===== config.mk =====
export PLATFORM = sky130hd
export DESIGN_NAME = fb_port_arbiter_flat
export DESIGN_NICKNAME = d
export VERILOG_FILES = /design/src/rtl/fb_arb_pkg.sv /design/src/rtl/fb_port_arbiter_if.sv /design/src/rtl/fb_wr_fifo.sv /design/src/rtl/fb_port_arbiter.sv /design/src/flat_wrapper.sv
export SDC_FILE = /design/constraint.sdc
export NUM_CORES = 1
export LEC_CHECK = 0
export ABC_AREA = 1
export BUFFER_PORTS_ARGS = -buffer_cell sky130_fd_sc_hd__buf_2
export CELL_PAD_IN_SITES_DETAIL_PLACEMENT = 1
export CELL_PAD_IN_SITES_GLOBAL_PLACEMENT = 2
export CORE_ASPECT_RATIO = 1.25
export CORE_UTILIZATION = 40
export DETAILED_ROUTE_END_ITERATION = 16
export GPL_TIMING_DRIVEN = 1
export HOLD_SLACK_MARGIN = 0.05
export PLACE_DENSITY_LB_ADDON = 0.1
export RECOVER_POWER = 50
export SYNTH_ARGS = -nofsm -noshare
export SYNTH_HDL_FRONTEND = slang
export SYNTH_SLANG_ARGS = --single-unit
export TNS_END_PERCENT = 30

===== constraint.sdc =====
create_clock -name clk -period 9.8 [get_ports clk]
set_input_delay 0 -clock clk [delete_from_list [all_inputs] [get_ports clk]]
set_output_delay 0 -clock clk [all_outputs]
set_load 0.05 [all_outputs]

===== src/rtl/fb_arb_pkg.sv =====
// Shared widths, write-entry payload and arbiter state encoding for the frame buffer port arbiter.
package fb_arb_pkg;

  localparam int unsigned FB_ADDR_W = 17;
  localparam int unsigned FB_DATA_W = 12;
  localparam int unsigned FB_PIXELS = 76800;
  localparam int unsigned DROP_W    = 16;

  typedef struct packed {
    logic [FB_ADDR_W-1:0] addr;
    logic [FB_DATA_W-1:0] data;
  } fb_wr_t;

  typedef enum logic [1:0] {
    IDLE  = 2'd0,
    CLEAR = 2'd1,
    DRAIN = 2'd2
  } fb_arb_state_t;

endpackage


===== src/rtl/fb_port_arbiter_if.sv =====
// Requester and BRAM side signals of the frame buffer arbiter.
// master: the surrounding system (display, camera, control, BRAM); slave: the arbiter.
interface fb_port_arbiter_if;
  import fb_arb_pkg::*;

  logic                 rd_oe;
  logic [FB_ADDR_W-1:0] rd_addr;
  logic [FB_DATA_W-1:0] rd_data;
  logic                 cam_we;
  logic [FB_ADDR_W-1:0] cam_addr;
  logic [FB_DATA_W-1:0] cam_wdata;
  logic                 cam_ready;
  logic                 clr_start;
  logic                 clr_busy;
  logic                 ovf_clr;
  logic                 ovf_flag;
  logic [DROP_W-1:0]    drop_cnt;
  logic                 mem_en;
  logic                 mem_we;
  logic [FB_ADDR_W-1:0] mem_addr;
  logic [FB_DATA_W-1:0] mem_wdata;
  logic [FB_DATA_W-1:0] mem_rdata;

  modport master (
    output rd_oe, rd_addr, cam_we, cam_addr, cam_wdata, clr_start, ovf_clr, mem_rdata,
    input  rd_data, cam_ready, clr_busy, ovf_flag, drop_cnt, mem_en, mem_we, mem_addr, mem_wdata
  );

  modport slave (
    input  rd_oe, rd_addr, cam_we, cam_addr, cam_wdata, clr_start, ovf_clr, mem_rdata,
    output rd_data, cam_ready, clr_busy, ovf_flag, drop_cnt, mem_en, mem_we, mem_addr, mem_wdata
  );

endinterface


===== src/rtl/fb_wr_fifo.sv =====
// Synchronous FIFO holding camera writes until a free BRAM cycle.
module fb_wr_fifo
  import fb_arb_pkg::*;
#(
  parameter int unsigned DEPTH = 16,
  localparam int unsigned PTR_W = $clog2(DEPTH),
  localparam int unsigned CNT_W = PTR_W + 1
) (
  input  logic             clk,
  input  logic             reset_n,
  input  logic             push,
  input  logic             pop,
  input  fb_wr_t           din,
  output fb_wr_t           head,
  output logic [CNT_W-1:0] count,
  output logic             full,
  output logic             empty
);

  fb_wr_t             mem_q [DEPTH];
  logic [PTR_W-1:0]   wr_ptr_q;
  logic [PTR_W-1:0]   rd_ptr_q;
  logic [CNT_W-1:0]   count_q;

  // Entry storage; no reset needed, validity is tracked by the count.
  always_ff @(posedge clk) begin
    if (push) mem_q[wr_ptr_q] <= din;
  end

  // Pointers and occupancy; the caller never pops empty or pushes full without a pop.
  always_ff @(posedge clk or negedge reset_n) begin
    if (!reset_n) begin
      wr_ptr_q <= '0;
      rd_ptr_q <= '0;
      count_q  <= '0;
    end else begin
      if (push) wr_ptr_q <= wr_ptr_q + PTR_W'(1);
      if (pop)  rd_ptr_q <= rd_ptr_q + PTR_W'(1);
      count_q <= count_q + CNT_W'(push) - CNT_W'(pop);
    end
  end

  assign head  = mem_q[rd_ptr_q];
  assign count = count_q;
  assign full  = (count_q == CNT_W'(DEPTH));
  assign empty = (count_q == '0);

endmodule


===== src/rtl/fb_port_arbiter.sv =====
// Single-port frame buffer arbiter: display reads win, then the clear engine, then queued camera writes.
module fb_port_arbiter
  import fb_arb_pkg::*;
#(
  parameter int unsigned          FIFO_DEPTH  = 16,
  parameter logic [FB_DATA_W-1:0] CLEAR_COLOR = 12'h000,
  parameter int unsigned          FB_PIXELS   = fb_arb_pkg::FB_PIXELS
) (
  input logic             clk,
  input logic             reset_n,
  fb_port_arbiter_if.slave bus
);

  localparam int unsigned CNT_W = $clog2(FIFO_DEPTH) + 1;

  fb_arb_state_t        state_q, state_nxt;
  logic [FB_ADDR_W-1:0] clr_ptr_q, clr_ptr_nxt;
  logic                 clr_busy_q;
  logic                 cam_ready_q;
  logic                 ovf_flag_q;
  logic [DROP_W-1:0]    drop_cnt_q;

  fb_wr_t               fifo_head;
  logic [CNT_W-1:0]     fifo_count;
  logic                 fifo_full;
  logic                 fifo_empty;
  logic                 pop;
  logic                 push;
  logic                 drop;
  logic [CNT_W-1:0]     count_nxt;

  // Camera accepts whenever there is room or a slot frees up this cycle.
  assign push      = bus.cam_we && (!fifo_full || pop);
  assign drop      = bus.cam_we && !push;
  assign count_nxt = fifo_count + CNT_W'(push) - CNT_W'(pop);

  fb_wr_fifo #(.DEPTH(FIFO_DEPTH)) u_fifo (
    .clk     (clk),
    .reset_n (reset_n),
    .push    (push),
    .pop     (pop),
    .din     ({bus.cam_addr, bus.cam_wdata}),
    .head    (fifo_head),
    .count   (fifo_count),
    .full    (fifo_full),
    .empty   (fifo_empty)
  );

  // State, clear pointer and registered status outputs.
  always_ff @(posedge clk or negedge reset_n) begin
    if (!reset_n) begin
      state_q     <= IDLE;
      clr_ptr_q   <= '0;
      clr_busy_q  <= 1'b0;
      cam_ready_q <= 1'b1;
      ovf_flag_q  <= 1'b0;
      drop_cnt_q  <= '0;
    end else begin
      state_q     <= state_nxt;
      clr_ptr_q   <= clr_ptr_nxt;
      clr_busy_q  <= (state_nxt == CLEAR);
      cam_ready_q <= (count_nxt < CNT_W'(FIFO_DEPTH));
      if (bus.ovf_clr) begin
        ovf_flag_q <= 1'b0;
        drop_cnt_q <= '0;
      end else if (drop) begin
        ovf_flag_q <= 1'b1;
        if (drop_cnt_q != '1) drop_cnt_q <= drop_cnt_q + DROP_W'(1);
      end
    end
  end

  // Per-cycle grant mux and next-state; reads are never stalled.
  always_comb begin
    state_nxt     = state_q;
    clr_ptr_nxt   = clr_ptr_q;
    pop           = 1'b0;
    bus.mem_en    = 1'b0;
    bus.mem_we    = 1'b0;
    bus.mem_addr  = bus.rd_addr;
    bus.mem_wdata = CLEAR_COLOR;

    if (bus.rd_oe) begin
      bus.mem_en = 1'b1;
    end else if (state_q == CLEAR) begin
      bus.mem_en   = 1'b1;
      bus.mem_we   = 1'b1;
      bus.mem_addr = clr_ptr_q;
      clr_ptr_nxt  = clr_ptr_q + FB_ADDR_W'(1);
      if (clr_ptr_q == FB_ADDR_W'(FB_PIXELS - 1)) state_nxt = DRAIN;
    end else if (!fifo_empty) begin
      bus.mem_en    = 1'b1;
      bus.mem_we    = 1'b1;
      bus.mem_addr  = fifo_head.addr;
      bus.mem_wdata = fifo_head.data;
      pop           = 1'b1;
    end

    case (state_q)
      IDLE: begin
        if (bus.clr_start) begin
          state_nxt   = CLEAR;
          clr_ptr_nxt = '0;
        end
      end
      DRAIN: begin
        if (fifo_empty) state_nxt = IDLE;
      end
      default: ;
    endcase

    // Keep the BRAM quiet while reset is held.
    if (!reset_n) begin
      bus.mem_en = 1'b0;
      bus.mem_we = 1'b0;
    end
  end

  assign bus.rd_data   = bus.mem_rdata;
  assign bus.cam_ready = cam_ready_q;
  assign bus.clr_busy  = clr_busy_q;
  assign bus.ovf_flag  = ovf_flag_q;
  assign bus.drop_cnt  = drop_cnt_q;

endmodule


===== src/flat_wrapper.sv =====
// flat-port wrapper written by rule: the top's interface ports become plain ports
module fb_port_arbiter_flat import fb_arb_pkg::*;
#(
  parameter int unsigned          FIFO_DEPTH  = 16,
  parameter logic [FB_DATA_W-1:0] CLEAR_COLOR = 12'h000,
  parameter int unsigned          FB_PIXELS   = fb_arb_pkg::FB_PIXELS
)
  (clk, reset_n, bus_rd_oe, bus_rd_addr, bus_cam_we, bus_cam_addr, bus_cam_wdata, bus_clr_start, bus_ovf_clr, bus_mem_rdata, bus_rd_data, bus_cam_ready, bus_clr_busy, bus_ovf_flag, bus_drop_cnt, bus_mem_en, bus_mem_we, bus_mem_addr, bus_mem_wdata);
  fb_port_arbiter_if bus_i ();
  input logic clk;
  input logic reset_n;
  input wire logic [$bits(bus_i.rd_oe)-1:0] bus_rd_oe;
  input wire logic [$bits(bus_i.rd_addr)-1:0] bus_rd_addr;
  input wire logic [$bits(bus_i.cam_we)-1:0] bus_cam_we;
  input wire logic [$bits(bus_i.cam_addr)-1:0] bus_cam_addr;
  input wire logic [$bits(bus_i.cam_wdata)-1:0] bus_cam_wdata;
  input wire logic [$bits(bus_i.clr_start)-1:0] bus_clr_start;
  input wire logic [$bits(bus_i.ovf_clr)-1:0] bus_ovf_clr;
  input wire logic [$bits(bus_i.mem_rdata)-1:0] bus_mem_rdata;
  output wire logic [$bits(bus_i.rd_data)-1:0] bus_rd_data;
  output wire logic [$bits(bus_i.cam_ready)-1:0] bus_cam_ready;
  output wire logic [$bits(bus_i.clr_busy)-1:0] bus_clr_busy;
  output wire logic [$bits(bus_i.ovf_flag)-1:0] bus_ovf_flag;
  output wire logic [$bits(bus_i.drop_cnt)-1:0] bus_drop_cnt;
  output wire logic [$bits(bus_i.mem_en)-1:0] bus_mem_en;
  output wire logic [$bits(bus_i.mem_we)-1:0] bus_mem_we;
  output wire logic [$bits(bus_i.mem_addr)-1:0] bus_mem_addr;
  output wire logic [$bits(bus_i.mem_wdata)-1:0] bus_mem_wdata;
  assign bus_i.rd_oe = bus_rd_oe;
  assign bus_i.rd_addr = bus_rd_addr;
  assign bus_i.cam_we = bus_cam_we;
  assign bus_i.cam_addr = bus_cam_addr;
  assign bus_i.cam_wdata = bus_cam_wdata;
  assign bus_i.clr_start = bus_clr_start;
  assign bus_i.ovf_clr = bus_ovf_clr;
  assign bus_i.mem_rdata = bus_mem_rdata;
  assign bus_rd_data = bus_i.rd_data;
  assign bus_cam_ready = bus_i.cam_ready;
  assign bus_clr_busy = bus_i.clr_busy;
  assign bus_ovf_flag = bus_i.ovf_flag;
  assign bus_drop_cnt = bus_i.drop_cnt;
  assign bus_mem_en = bus_i.mem_en;
  assign bus_mem_we = bus_i.mem_we;
  assign bus_mem_addr = bus_i.mem_addr;
  assign bus_mem_wdata = bus_i.mem_wdata;
  fb_port_arbiter #(.FIFO_DEPTH(FIFO_DEPTH), .CLEAR_COLOR(CLEAR_COLOR), .FB_PIXELS(FB_PIXELS)) u_core (.clk(clk), .reset_n(reset_n), .bus(bus_i));
endmodule

Word-level counts from Yosys, hierarchy flattened --
Memories as Yosys holds them, arrays and structs flattened. Cells that the tools add are included.
Storage, ports and cells: flip-flop bits (word level) 51, bits in writable memories 464, input port bits 64, output and inout port bits 62, word-level logic and storage cells 64, memories 1
Operators by class: add/subtract/negate cells 6, order comparisons 1, eq/ne operators 6, multiplexer cells 31, reductions and logical operators 10
Memories:
- u_core.u_fifo.mem_q | words 16, width 29, read ports 1, clocked after memory_dff 0, wr ports 1, line fb_wr_fifo.sv:20 | fb_wr_t mem_q [DEPTH];
Operator list (count):
- $mux W17 | 7
- $mux W16 | 3
- $mux W12 | 3
- $add A17 B1 Y17 const B | 1
- $eq A17 B17 Y1 const B | 1
- $add A16 B1 Y16 const B | 1
- $ne A16 B16 Y1 const B | 1
- $mux W1 | 12
- $mux W2 | 5
- $add A4 B1 Y4 const B | 2
- $add A5 B1 Y5 | 1
- $eq A5 B5 Y1 const B | 1
- $logic_not A5 Y1 | 1
- $lt A5 B5 Y1 const B | 1
- $sub A5 B1 Y5 | 1
- $eq A2 B1 Y1 const B | 2
- $pmux W2 S2 | 1
- $reduce_bool A2 Y1 | 2
- $eq A2 B2 Y1 const B | 1
- $logic_and A1 B1 Y1 | 2
- $logic_not A1 Y1 | 2
- $logic_not A2 Y1 | 1
- $reduce_and A2 Y1 | 1
- $logic_or A1 B1 Y1 | 1

Longest topological paths before layout --
depth in word-level cells 10, gate-level depth with buffers 19, gate-level depth less buffers 17

Hierarchy --
A second synthesis with hierarchy kept.
Second synthesis, totals: cells, all modules 2377, area total of the unflattened synthesis 23430.0 µm²
By module, submodules not included:
- fb_wr_fifo | times used 1, cells an instance 1959, area an instance 20597.3 µm², seq. area each 14258.7 µm²
- fb_port_arbiter | times used 1, cells an instance 418, area an instance 2832.7 µm², seq. area each 952.2 µm²

Worst setup path before layout --
OpenSTA, ideal clock, no wires.
path kind flip-flop to flip-flop, from register u_core.u_fifo.count_q[2] (netlist: u_core.u_fifo.count[2]), to memory u_core.u_fifo.mem_q[11][0] in the netlist's numbering (enable), setup time 451 ps, arrival 2961 ps, data required time 9349 ps, slack 6387 ps, stages on the path, launching flop included 8, path through dfrtp_1 -> inv_1 -> ha_1 -> nand2_1 -> nor2_1 -> nand2_1 -> nand3_1 -> nor3_1
Between the ends: longest elaborated chain between the ends 8
Ends and longest elaborated chain:
- from (decl) | line fb_wr_fifo.sv:23 | logic [CNT_W-1:0] count_q;
- from (signal assigned) | line fb_wr_fifo.sv:39 | count_q <= count_q + CNT_W'(push) - CNT_W'(pop);
- $logic_not A5 Y1 | line fb_wr_fifo.sv:46 | assign empty = (count_q == '0);
- $mux W1 | line fb_port_arbiter.sv:91 | end else if (!fifo_empty) begin
- $mux W1 | line fb_port_arbiter.sv:85 | end else if (state_q == CLEAR) begin
- $mux W1 | line fb_port_arbiter.sv:83 | if (bus.rd_oe) begin
- $logic_or A1 B1 Y1 * | line fb_port_arbiter.sv:33 | assign push = bus.cam_we && (!fifo_full || pop);
- $logic_and A1 B1 Y1 * | line fb_port_arbiter.sv:33
- $mux W1 * | line fb_wr_fifo.sv:27 | if (push) mem_q[wr_ptr_q] <= din;
- $mux W1 (implied by the code) * | line fb_wr_fifo.sv:27
- to (decl) | line fb_wr_fifo.sv:20
Mark *: on every way between the ends. The rest lies on a longest branch, timed or not.

Worst setup path in the final report --
from register u_core.u_fifo.rd_ptr_q[1], to output port bus_mem_addr[0]
Between the ends: longest elaborated chain between the ends 4
Ends and longest elaborated chain:
- from (decl) | line fb_wr_fifo.sv:22 | logic [PTR_W-1:0] rd_ptr_q;
- from (signal assigned) | line fb_wr_fifo.sv:38 | if (pop) rd_ptr_q <= rd_ptr_q + PTR_W'(1);
- $mem_v2 Z16 W29
- $mux W17 | line fb_port_arbiter.sv:91
- $mux W17 | line fb_port_arbiter.sv:85
- $mux W17 | line fb_port_arbiter.sv:83
- to (decl) | line flat_wrapper.sv:27 | output wire logic [$bits(bus_i.mem_addr)-1:0] bus_mem_addr;
No other way between the ends.

==> flow_summary.toml <==
[placement]
dp_cells = 2653
routabilityCongestion = 0.8027
placement.io_buffers = 101
dp_hpwl_um = 32290

[clocking]
numCtsBuffers = 54
cts_tree = "done"
insertion_delay_ns = 0.60
htree_levels = 2
clock_tree.root_cell = "clkbuf_16"
clkSlewWorstSetupHoldPaths_ns = 0.06
clock_sink_count = 515
clk_path_buf_depth = 3

[status]
run_status = "finished, violations left"
violations = "capacitance limit, slew limit"

[route]
routed-via-count = 14880
drc_errors = 0
drt_pre_antenna_iters = 4
initial_drc_count = 962
drtAntennaViolNets = 0
vias_per_cell = 5.323
routed_wirelength_um = 61680
wire_per_inst_um = 22.06

[critical_path]
critical_setup_path_class = "register to output port"
worstPathCellList = "clkinv_2 > buf_4 > nor2_1 > o21ai_0 > o211ai_1 > nand2_1 > nand2_1 > nand3_1 > nand2_1 > buf_2"
reg2reg_slack_ns = 6.72
crit_path_start_kind = "register"
worst_ep_arrival_time_ns = 3.92
cp_max_fo = 48
critPathMostFrequentCell = "nand2_1"
max_stage_delay_ns = 0.85
timing.critical_path.to_type = "output port"
critPathRequiredTime_ns = 9.80
critPathSlowestCell = "dfrtp_4"

[sta]
min_period_ns = 3.916
setup-tns-final_ns = 0
achievable-frequency_mhz = 255.3
normalized_max_slew_margin_pct = -115.9
timing_worst_slew_pin_value_ns = 3.239
timing.hold.ws_ns = 0.2327
timing.final.crit_share_pct = 39.96
final_number_of_hold_violating_endpoints = 0
number_of_pins_exceeding_their_max_slew_limit_in_the_final_report = 53
finalSetupViolations = 0
setup_repair_after_global_routing_missed_its_margin = "false"
finClkSkew_ns = 0.02462

[die]
chipHeight_um = 263.5
chipWidth_um = 211.2
coreArea_um2 = 53960
start_util_pct = 40.56
design.portCount = 126
number_of_placement_rows = 95
floorplan.die_area_um2 = 55660

[synth]
synth_top_area_cell = "edfxtp_1"
synth.cell_area_um2 = 21890
synth_mux_area_share_pct = 0
yosysWarningCount = 0
post_synthesis_area_per_instance_um2 = 11.45
synth.most_common_cell = "edfxtp_1"
synthesis.nets = 1990
synth-main-ff-cell = "edfxtp_1"
synth_cell_types = 42
ys_ff_latch = 515
yosys.area.top_type_share_pct = 63.66
synth_xor_xnor_area_share_pct = 0.6002
synth-simple-area-share_pct = 14.74
adder_cell_fraction_of_synth_area_pct = 0.8346
synth_async_sr_flop_share_pct = 9.903
largest_family_of_logic_cells_by_synthesized_area = "simple AND/OR/NAND/NOR gates"
synth_compound_gate_area_share_pct = 9.632
sequential_share_of_the_synthesized_area_pct = 69.50
synth_edf_count = 464
post_synthesis_cell_count = 1912
post_synth_most_frequent_cells = "464 x edfxtp_1, 403 x nor2_1, 225 x o21ai_0, 195 x nand2_1, 126 x nand3_1"
post_synth_main_area_contributors = "edfxtp_1 64%, nor2_1 6.9%, dfrtp_1 5.7%"

[final_layout]
post_route_cells_drive_above_1_share_pct = 9.623
area.growth.synth_to_final_pct = 14.20
final_net_count = 2106
final.fill_count = 5768
fin_cells = 2796

[grt]
global_route.usage.total_pct = 22.51
grt_antenna_before_repair = 1
grtUsageMet1_pct = 28.68
overflow = 0
met2_usage_pct = 39.84
globalRoute.busiestLayer = "met2"
met3_usage_pct = 3.304
grt_max_degree = 126
grt_pass1_wl_um = 93440
first_global_vias = 15350

[power_and_ir_drop]
totalPowerFinal_mw = 7.065
power.density_nw_per_um2 = 282.7
cellLeakagePower_nw = 8.791
vdd.ir_drop.worst_uv = 181.1

[min_path]
hold_crit_class = "input port to register"

[flow_run]
timing.max_cap.violations = 1
==> where the power goes <==
| group | internal (mW) | leakage (nW) | switching [mW] |
|---|---|---|---|
| logic | 0.638 | 3.18 | 1.73 |
| clock network | 1.08 | 0.778 | 0.828 |
| registers | 2.65 | 4.83 | 0.148 |
==> path summary, 6_finish.rpt <==
check,start,end,cells after the start
min in group asynchronous,reset_n,u_core.clr_ptr_q[14],3
min reg2reg,u_core.clr_ptr_q[15],u_core.clr_ptr_q[15],2
max in group asynchronous,reset_n,u_core.u_fifo.rd_ptr_q[0],3
min,bus_cam_we,u_core.u_fifo.wr_ptr_q[0],4
max reg2reg,u_core.u_fifo.count[3],u_core.u_fifo.count[4],15
max,u_core.u_fifo.rd_ptr_q[1],bus_mem_addr[0],10
==> flip-flops by register name (all words and copies together), names as in the netlist <==
| register | flops |
|---|---|
| u_core.u_fifo.count | 5 |
| u_core.bus.cam_ready | 1 |
| u_core.bus.ovf_flag | 1 |
| u_core.u_fifo.rd_ptr_q | 4 |
| u_core.state_q | 2 |
| u_core.u_fifo.wr_ptr_q | 4 |
| u_core.bus.clr_busy | 1 |
| u_core.u_fifo.mem_q | 464 |
| u_core.clr_ptr_q | 17 |
| u_core.bus.drop_cnt | 16 |
==> per-stage QoR <==
stage                     utilization, %  cell area (um2)  setup WS, ns
final                              46.32            25000         5.884
after global routing               46.32            25000         5.460
after CTS                          46.45            25060         5.869
after detailed placement           42.59            22980         6.534
after global placement             42.59            22980         6.549
after floorplan                        -            21890         6.387
==> repair_timing <==
action                     in CTS  in global routing
hold endpoints to repair      550                  0
gates resized for setup         0                  0
setup endpoints to repair       0                  0
setup buffers                   0                  0
hold buffers                   46                  0
==> layout by cell type (no fill, tap or decap), types with 14 or more instances in the layout <==
| master | count |
|---|---|
| clkinv_1 | 17 |
| o22ai_1 | 31 |
| clkbuf_16 | 57 |
| inv_1 | 87 |
| clkbuf_1 | 59 |
| nor2_4 | 14 |
| dfrtp_1 | 47 |
| nand3_1 | 126 |
| dlygate4sd3_1 | 46 |
| nor2_1 | 391 |
| nand2_1 | 196 |
| o21ai_1 | 14 |
| edfxtp_1 | 464 |
| buf_4 | 30 |
| or2_0 | 15 |
| o211ai_1 | 46 |
| a21oi_1 | 50 |
| buf_2 | 55 |
| o21ai_0 | 225 |
==> cell type report <==
cell class / count / area [um2] / area share (%)
Sequential cell: 515 / 15220 / 60.89
Multi-Input combinational cell: 1186 / 5751 / 23.01
Clock buffer: 69 / 1471 / 5.887
Timing Repair Buffer: 178 / 1137 / 4.550
Tap cell: 727 / 909.6 / 3.639
Inverter: 93 / 355.3 / 1.422
Clock inverter: 27 / 148.9 / 0.5957
Antenna cell: 1 / 2.502 / 0.01001
==> cells by family after synthesis <==
group / after synthesis
AO/OA/AOI/OAI: 381
adder cells (fa/ha/maj): 14
buffers and inverters: 211
flip-flops: 515
XOR/XNOR: 15
AND/OR/NAND/NOR: 776
==> worst max-delay path, delay by kind of cell (launching register included) <==
family | cells | cell delay (ns)
flops | 1 | 0.85
buf+inv | 3 | 1.42
compound gates | 2 | 0.22
simple gates | 5 | 0.73
==> layer usage <==
| layer | up-vias | routed length [um] |
|---|---|---|
| li1 | 6931 | - |
| met1 | 7576 | 26740 |
| met2 | 286 | 31210 |
| met3 | 90 | 2455 |
| met4 | 0 | 1271 |
| met5 | - | 0 |
Note: power is estimated with default switching activity, not from simulation.
